### config.mk
export PLATFORM = sky130hd
export DESIGN_NAME = uart_rx
export DESIGN_NICKNAME = d
export VERILOG_FILES = /design/src/rtl/uart_rx_pkg.sv /design/src/rtl/uart_rx_sync_fifo.sv /design/src/rtl/uart_rx.sv
export SDC_FILE = /design/constraint.sdc
export NUM_CORES = 1
export LEC_CHECK = 0
export CAP_MARGIN = 10
export CORE_MARGIN = 3
export CORE_UTILIZATION = 45
export DETAILED_ROUTE_END_ITERATION = 16
export PLACE_DENSITY = 0.78
export SLEW_MARGIN = 20
export SYNTH_ARGS = -nofsm -noshare
export SYNTH_HDL_FRONTEND = slang
export SYNTH_SLANG_ARGS = --single-unit
### constraint.sdc
create_clock -name clk -period 2.55 [get_ports clk]
set_input_delay 0.255 -clock clk [delete_from_list [all_inputs] [get_ports clk]]
set_output_delay 0.255 -clock clk [all_outputs]
set_load 0.005 [all_outputs]
### src/rtl/uart_rx_pkg.sv
// Shared types and constants for the uart_rx peripheral: FSM states, register map,
// STATUS bit positions and the baud-tick divisor helper.
package uart_rx_pkg;

  typedef enum logic [2:0] {
    ST_IDLE  = 3'd0,
    ST_START = 3'd1,
    ST_DATA  = 3'd2,
    ST_STOP  = 3'd3,
    ST_BREAK = 3'd4
  } rx_state_e;

  localparam logic [3:0] SAMPLE_POINT = 4'd7;

  localparam logic REG_RXDATA = 1'b0;
  localparam logic REG_STATUS = 1'b1;

  localparam int unsigned ST_AVAIL_BIT = 0;
  localparam int unsigned ST_FULL_BIT  = 1;
  localparam int unsigned ST_OVR_BIT   = 2;
  localparam int unsigned ST_FERR_BIT  = 3;
  localparam int unsigned ST_CNT_LSB   = 8;
  localparam int unsigned ST_CNT_W     = 7;

  // 16x oversample divisor, truncated, never below one clock
  function automatic int unsigned calc_div(input int unsigned clk_hz, input int unsigned baud);
    int unsigned d;
    d = clk_hz / (baud * 16);
    return (d < 1) ? 1 : d;
  endfunction

endpackage

### src/rtl/uart_rx_sync_fifo.sv
// Synchronous FIFO with extra-MSB pointer wrap, occupancy count and full/empty flags.
// A push while full succeeds only when a pop happens in the same cycle.
module sync_fifo #(
  parameter int unsigned WIDTH = 8,
  parameter int unsigned DEPTH = 8
) (
  input  logic                     clk,
  input  logic                     rst_n,
  input  logic                     push_i,
  input  logic                     pop_i,
  input  logic [WIDTH-1:0]         wdata_i,
  output logic [WIDTH-1:0]         rdata_o,
  output logic                     full_o,
  output logic                     empty_o,
  output logic [$clog2(DEPTH):0]   count_o
);

  localparam int unsigned AW = $clog2(DEPTH);

  logic [WIDTH-1:0] mem_q [DEPTH];
  logic [AW:0]      wr_ptr_q, wr_ptr_d;
  logic [AW:0]      rd_ptr_q, rd_ptr_d;
  logic             do_push, do_pop;

  assign empty_o = (wr_ptr_q == rd_ptr_q);
  assign full_o  = (wr_ptr_q[AW] != rd_ptr_q[AW]) && (wr_ptr_q[AW-1:0] == rd_ptr_q[AW-1:0]);
  assign count_o = wr_ptr_q - rd_ptr_q;
  assign rdata_o = mem_q[rd_ptr_q[AW-1:0]];

  assign do_pop  = pop_i & ~empty_o;
  assign do_push = push_i & (~full_o | do_pop);

  always_comb begin
    wr_ptr_d = wr_ptr_q;
    rd_ptr_d = rd_ptr_q;
    if (do_push) wr_ptr_d = wr_ptr_q + 1'b1;
    if (do_pop)  rd_ptr_d = rd_ptr_q + 1'b1;
  end

  always_ff @(posedge clk or negedge rst_n) begin
    if (!rst_n) begin
      wr_ptr_q <= '0;
      rd_ptr_q <= '0;
    end else begin
      wr_ptr_q <= wr_ptr_d;
      rd_ptr_q <= rd_ptr_d;
    end
  end

  always_ff @(posedge clk) begin
    if (do_push) mem_q[wr_ptr_q[AW-1:0]] <= wdata_i;
  end

endmodule

### src/rtl/uart_rx.sv
// 8N1 UART receiver on the picorv32 native bus: synchroniser, 16x tick, frame FSM,
// receive FIFO, sticky overrun/frame-error flags and a one-cycle-latency register port.
module uart_rx
  import uart_rx_pkg::*;
#(
  parameter int unsigned CLK_HZ     = 80000000,
  parameter int unsigned BAUD       = 115200,
  parameter int unsigned FIFO_DEPTH = 8
) (
  input  logic        clk,
  input  logic        resetn,
  input  logic        enable,
  input  logic        mem_valid,
  output logic        mem_ready,
  input  logic        mem_instr,
  input  logic [31:0] mem_addr,
  input  logic [3:0]  mem_wstrb,
  input  logic [31:0] mem_wdata,
  output logic [31:0] mem_rdata,
  input  logic        serialIn,
  output logic        rx_irq
);

  localparam int unsigned DIV   = calc_div(CLK_HZ, BAUD);
  localparam int unsigned DIV_W = (DIV > 1) ? $clog2(DIV) : 1;
  localparam int unsigned CNT_W = $clog2(FIFO_DEPTH) + 1;

  logic             sync1_q, rx_s_q;
  logic [DIV_W-1:0] div_q, div_d;
  logic             tick;

  rx_state_e        state_q, state_d;
  logic [3:0]       samp_q, samp_d;
  logic [2:0]       bit_q, bit_d;
  logic [7:0]       shift_q, shift_d;
  logic             sample;
  logic             push, ferr_set;

  logic             ovr_q, ovr_d, ferr_q, ferr_d;
  logic             ready_q, ready_d, irq_q;
  logic [31:0]      rdata_q, rdata_d;

  logic             req, is_status, is_read, pop, w1c;
  logic [7:0]       fifo_rdata;
  logic             fifo_full, fifo_empty;
  logic [CNT_W-1:0] fifo_count;
  logic [31:0]      status_word;
  logic             unused_bits;

  assign unused_bits = ^{mem_addr[31:3], mem_addr[1:0], mem_wdata[31:4], mem_wdata[1:0]};

  assign tick  = (div_q == DIV_W'(DIV - 1));
  assign div_d = tick ? '0 : div_q + 1'b1;

  always_ff @(posedge clk or negedge resetn) begin
    if (!resetn) begin
      sync1_q <= 1'b1;
      rx_s_q  <= 1'b1;
      div_q   <= '0;
    end else begin
      sync1_q <= serialIn;
      rx_s_q  <= sync1_q;
      div_q   <= div_d;
    end
  end

  // Frame FSM: state register
  always_ff @(posedge clk or negedge resetn) begin
    if (!resetn) begin
      state_q <= ST_IDLE;
      samp_q  <= '0;
      bit_q   <= '0;
    end else begin
      state_q <= state_d;
      samp_q  <= samp_d;
      bit_q   <= bit_d;
    end
  end

  always_ff @(posedge clk) begin
    shift_q <= shift_d;
  end

  assign sample = tick && (samp_q == SAMPLE_POINT);

  always_comb begin
    state_d = state_q;
    samp_d  = samp_q;
    bit_d   = bit_q;
    shift_d = shift_q;
    if (tick && (state_q == ST_START || state_q == ST_DATA || state_q == ST_STOP))
      samp_d = samp_q + 1'b1;
    case (state_q)
      ST_IDLE: begin
        if (!rx_s_q) begin
          state_d = ST_START;
          samp_d  = '0;
        end
      end
      ST_START: begin
        if (sample) begin
          if (rx_s_q) begin
            state_d = ST_IDLE;
          end else begin
            state_d = ST_DATA;
            bit_d   = '0;
          end
        end
      end
      ST_DATA: begin
        if (sample) begin
          shift_d = {rx_s_q, shift_q[7:1]};
          bit_d   = bit_q + 1'b1;
          if (bit_q == 3'd7) state_d = ST_STOP;
        end
      end
      ST_STOP: begin
        if (sample) state_d = rx_s_q ? ST_IDLE : ST_BREAK;
      end
      ST_BREAK: begin
        if (rx_s_q) state_d = ST_IDLE;
      end
      default: state_d = ST_IDLE;
    endcase
  end

  always_comb begin
    push     = 1'b0;
    ferr_set = 1'b0;
    if (state_q == ST_STOP && sample) begin
      push     = rx_s_q;
      ferr_set = ~rx_s_q;
    end
  end

  sync_fifo #(
    .WIDTH (8),
    .DEPTH (FIFO_DEPTH)
  ) u_fifo (
    .clk     (clk),
    .rst_n   (resetn),
    .push_i  (push),
    .pop_i   (pop),
    .wdata_i (shift_q),
    .rdata_o (fifo_rdata),
    .full_o  (fifo_full),
    .empty_o (fifo_empty),
    .count_o (fifo_count)
  );

  // Bus decode, sticky flags and registered response
  assign req       = mem_valid & enable & ~ready_q;
  assign is_status = (mem_addr[2] == REG_STATUS);
  assign is_read   = (mem_wstrb == 4'b0000);
  assign pop       = req & is_read & ~is_status & ~mem_instr & ~fifo_empty;
  assign w1c       = req & is_status & mem_wstrb[0];

  always_comb begin
    status_word = '0;
    status_word[ST_AVAIL_BIT] = ~fifo_empty;
    status_word[ST_FULL_BIT]  = fifo_full;
    status_word[ST_OVR_BIT]   = ovr_q;
    status_word[ST_FERR_BIT]  = ferr_q;
    status_word[ST_CNT_LSB +: ST_CNT_W] = ST_CNT_W'(fifo_count);
  end

  always_comb begin
    ovr_d   = (push & fifo_full & ~pop) | (ovr_q & ~(w1c & mem_wdata[ST_OVR_BIT]));
    ferr_d  = ferr_set | (ferr_q & ~(w1c & mem_wdata[ST_FERR_BIT]));
    ready_d = req;
    rdata_d = '0;
    if (req && is_read) begin
      if (is_status)        rdata_d = status_word;
      else if (!fifo_empty) rdata_d = {23'b0, 1'b1, fifo_rdata};
    end
  end

  always_ff @(posedge clk or negedge resetn) begin
    if (!resetn) begin
      ovr_q   <= 1'b0;
      ferr_q  <= 1'b0;
      ready_q <= 1'b0;
      rdata_q <= '0;
      irq_q   <= 1'b0;
    end else begin
      ovr_q   <= ovr_d;
      ferr_q  <= ferr_d;
      ready_q <= ready_d;
      rdata_q <= rdata_d;
      irq_q   <= ~fifo_empty;
    end
  end

  assign mem_ready = ready_q;
  assign mem_rdata = rdata_q;
  assign rx_irq    = irq_q;

endmodule

==> out/qor.log <==
qor: die.die_w 110 um
qor: sta.timing_max_transition_violations_final 0
qor: cts.cts.sinks 114
qor: final_layout.multi_input_comb_area 0.00148 mm2
qor: final_layout.final-seq-area 0.00322 mm2
qor: sta.layout_min_cycle_time 2.41 ns
qor: cts.clock_buffers_created_by_tritoncts 17
qor: placed_design.finalWeightedCongestion 0.769
qor: outcome.status finished clean
qor: grt.grt_antenna_before_repair 0
qor: detailed_routing.via_per_inst 5.33
qor: placed_design.place_area 0.00537 mm2
qor: synthesis.syn-mean-instance-area 15.0 um2
qor: setup_path.startpoint div_q[0]
qor: cts.insertion_delay 0.50 ns
qor: grt.first_global_vias 2820
qor: die.placementRows 37
qor: sta.rsz_0062_raised_after_global_routing false
qor: die.area_of_the_die 0.0121 mm2
qor: final_layout.final.fill_count 774
qor: flow_run.max_cap_viol_count 0
qor: cts.cell_at_the_root_of_the_clock_tree sky130_fd_sc_hd__clkbuf_8
qor: setup_path.cp-endpoint u_fifo.mem_q[4][3]
qor: cts.cts_tree yes
qor: power.vdd_drop_max 0.388 mV
qor: synthesis.post_synth_num_cell_types 51
qor: sta.timing_hold_violations_final 0
qor: cts.cts.path.max_buffers 2
qor: setup_path.timing.reg2reg.worst_path_depth 6
qor: detailed_routing.met2RoutedLength 4.65 mm
qor: grt.grt-ovfl-total 0
qor: die.pin_count 108
qor: sta.setup-violations-final 0
qor: sta.fin_crit_sh 0.945
qor: sta.fin_tns_setup 0 ns
qor: final_layout.antenna-diode-count 0
qor: final_layout.fin_nets 469
qor: detailed_routing.detail_route.iter0.violations 217
qor: synthesis.mappedNetlistArea 0.00486 mm2
qor: setup_path.cp_data_required_time 2.72 ns
qor: setup_path.rrSetupSlack 0.14 ns
qor: setup_path.crit_path_start_kind flip-flop
qor: detailed_routing.top_signal_layer_used met4
qor: synthesis.ys_dominant_reg_cell sky130_fd_sc_hd__edfxtp_1
qor: cts.cts_max_level 4
qor: setup_path.worst_setup_path_end_kind flip-flop
qor: detailed_routing.route.final.wire_length 9.22 mm
qor: sta.tightest_slew 0.961 ns
qor: synthesis.synth_seq_area_share 0.661
qor: setup_path.setup_cp_type flip-flop to flip-flop
qor: synthesis.synth_edf_count 72
qor: grt.maximum_number_of_pins_on_one_net_before_global_route_repair 43
qor: sta.maxClockFrequency 0.415 GHz
qor: die.fp.coreArea 0.0104 mm2
qor: sta.finalClockSkew 0.0107 ns
qor: cts.clkTransAtPathRegs 0.05 ns
qor: final_layout.area.growth.synth_to_final 21.6%
qor: synthesis.ys_ff_latch 114
qor: detailed_routing.detailroute.via_count 2842
qor: die.die_height 110 um
qor: setup_path.worst-endpoint-arrival 2.57 ns
qor: final_layout.layout.cells.most_common sky130_fd_sc_hd__edfxtp_1
qor: placed_design.port_buffers 26
qor: detailed_routing.routedLengthMet1 4.00 mm
qor: min_path.hold_path.class primary input to flip-flop
qor: synthesis.synth-warning-count 0
qor: power.p_leak 0.00225 uW
qor: setup_path.crit-reg2reg-capture u_fifo.mem_q[4][3]
qor: final_layout.commonest_non_fill_non_tap_cells_in_the_layout 72 x sky130_fd_sc_hd__edfxtp_1, 40 x sky130_fd_sc_hd__dfrtp_1, 25 x sky130_fd_sc_hd__clkdlybuf4s50_1, 24 x sky130_fd_sc_hd__buf_4, 23 x sky130_fd_sc_hd__nand2_1
qor: detailed_routing.met3WireLength 389 um
qor: sta.worst_slew_margin_rel 0.359
qor: setup_path.rr_startpoint div_q[0]
qor: synthesis.synthArstFlopShare 0.368
qor: die.start_util 0.467
qor: synthesis.post_synth_inst_count 324
qor: final_layout.post_route_cells_drive_above_1_share 0.214
qor: grt.grt.total_usage 0.163
qor: power.power.density 717 mW/mm2
qor: detailed_routing.dr.pass1.iters 4
qor: setup_path.timing.critical_path.fanout_max 9
qor: cts.number_of_cells_upsized_or_downsized_after_cts 0
qor: grt.grt_first_pass_wirelength 14.4 mm
qor: detailed_routing.avgRoutedWirePerCell 17.3 um
qor: placed_design.place.detailed.hpwl 6.07 mm
qor: detailed_routing.drtAntennaViolNets 0
qor: final_layout.finished_cell_area 0.00592 mm2
qor: detailed_routing.drt_drc_violations_left 0
power by group:
part	internal (uW)	leakage (uW)	switching, uW
Sequential	1960	0.00118	4.95
Combinational	85.4	0.000801	85.1
Clock	1330	0.000264	770
metal layers:
layer	global-route usage	vias up
li1	-	1291
met2	0.275	76
met4	0.0695	0
met3	0.0361	13
met1	0.204	1462
met5	0	-
synth_stat cells, types with 2 or more instances:
library cell / count / area share
sky130_fd_sc_hd__inv_1: 10 / 0.0077
sky130_fd_sc_hd__a21oi_1: 11 / 0.011
sky130_fd_sc_hd__nor2b_1: 3 / 0.0039
sky130_fd_sc_hd__and3b_1: 2 / 0.0036
sky130_fd_sc_hd__nor3_1: 6 / 0.0062
sky130_fd_sc_hd__nor4_1: 2 / 0.0026
sky130_fd_sc_hd__nand3_1: 10 / 0.010
sky130_fd_sc_hd__and4bb_2: 2 / 0.0051
sky130_fd_sc_hd__and3_1: 4 / 0.0051
sky130_fd_sc_hd__clkbuf_1: 6 / 0.0046
sky130_fd_sc_hd__nor2_1: 15 / 0.012
sky130_fd_sc_hd__nand2_1: 23 / 0.018
sky130_fd_sc_hd__ha_1: 10 / 0.026
sky130_fd_sc_hd__nand4_1: 3 / 0.0039
sky130_fd_sc_hd__nand2b_1: 2 / 0.0026
sky130_fd_sc_hd__and4b_1: 2 / 0.0041
sky130_fd_sc_hd__o21ai_0: 8 / 0.0082
sky130_fd_sc_hd__o2bb2ai_1: 2 / 0.0036
sky130_fd_sc_hd__dfstp_2: 2 / 0.011
sky130_fd_sc_hd__mux2i_1: 5 / 0.010
sky130_fd_sc_hd__buf_4: 20 / 0.031
sky130_fd_sc_hd__and2_1: 2 / 0.0026
sky130_fd_sc_hd__o221a_2: 2 / 0.0046
sky130_fd_sc_hd__a211oi_1: 2 / 0.0031
sky130_fd_sc_hd__edfxtp_1: 72 / 0.44
sky130_fd_sc_hd__buf_2: 3 / 0.0031
sky130_fd_sc_hd__mux4_2: 16 / 0.074
sky130_fd_sc_hd__nand3b_1: 3 / 0.0046
sky130_fd_sc_hd__xnor2_1: 5 / 0.0090
sky130_fd_sc_hd__a31oi_1: 3 / 0.0039
sky130_fd_sc_hd__xor2_1: 6 / 0.011
sky130_fd_sc_hd__a21o_1: 4 / 0.0062
sky130_fd_sc_hd__dfrtp_1: 40 / 0.21
critical path, cell delays in order, from the launching register on:
cell and delay (ns):
sky130_fd_sc_hd__dfrtp_1 0.41, sky130_fd_sc_hd__inv_1 0.08, sky130_fd_sc_hd__ha_1 0.15, sky130_fd_sc_hd__nand3b_1 0.11, sky130_fd_sc_hd__or4_4 0.61, sky130_fd_sc_hd__a21oi_4 0.25, sky130_fd_sc_hd__and4bb_2 0.47
state kept, by name (all words and copies together) (netlist names):
signal and cells:
bit_q 3, div_q 6, ferr_q 1, mem_rdata 12, mem_ready 1, ovr_q 1
rx_irq 1, rx_s_q 1, samp_q 4, shift_q 8, state_q 3, sync1_q 1
u_fifo.mem_q 64, u_fifo.rd_ptr_q 4, u_fifo.wr_ptr_q 4
per-stage QoR:
step	cells	hold slack (ns)	utilization	total power, uW	worst slack (ns)
4_1_cts	533	0.169	0.568	4280	0.127
5_1_grt	533	0.182	0.568	4390	0.0274
2_1_floorplan	343	-0.0406	-	2130	0.109
3_3_place_gp	500	0.346	0.515	2170	0.165
3_5_place_dp	500	0.348	0.515	2170	0.117
6_report	533	0.185	0.568	4240	0.141
area by class of cell:
class,count,share of cell area
Sequential cell,114,0.544
Multi-Input combinational cell,188,0.251
Timing Repair Buffer,52,0.0787
Clock buffer,22,0.0766
Tap cell,136,0.0288
Clock inverter,10,0.0148
Inverter,11,0.00698
what timing repair did:
| action | in CTS | in global routing |
|---|---|---|
| endpoints found under the hold margin | 40 | 0 |
| hold buffers | 1 | 0 |
| setup buffers | 0 | 0 |
how the worst min path moves through the flow:
stage	startpoint	endpoint	slack (ns)	cells after the start
finish	serialIn	sync1_q	0.18	1
global route	serialIn	sync1_q	0.18	1
CTS	serialIn	sync1_q	0.17	1
detailed placement	sync1_q	rx_s_q	0.35	0
global placement	sync1_q	rx_s_q	0.35	0
floorplan	resetn	bit_q[0]	-0.04	0
logic make-up (layout without fill, tap and decap cells):
family          Yosys count  after routing  synth area share
compound gates           38             38            0.0561
xor+xnor                 11             11            0.0198
fa+ha+maj                11             11            0.0298
buf+inv                  41             95            0.0494
flops                   114            114             0.661
mux                      23             23            0.0890
other cells               1             20          0.000771
simple gates             85             85            0.0941
No activity file was read; power rests on OpenSTA's default activity.
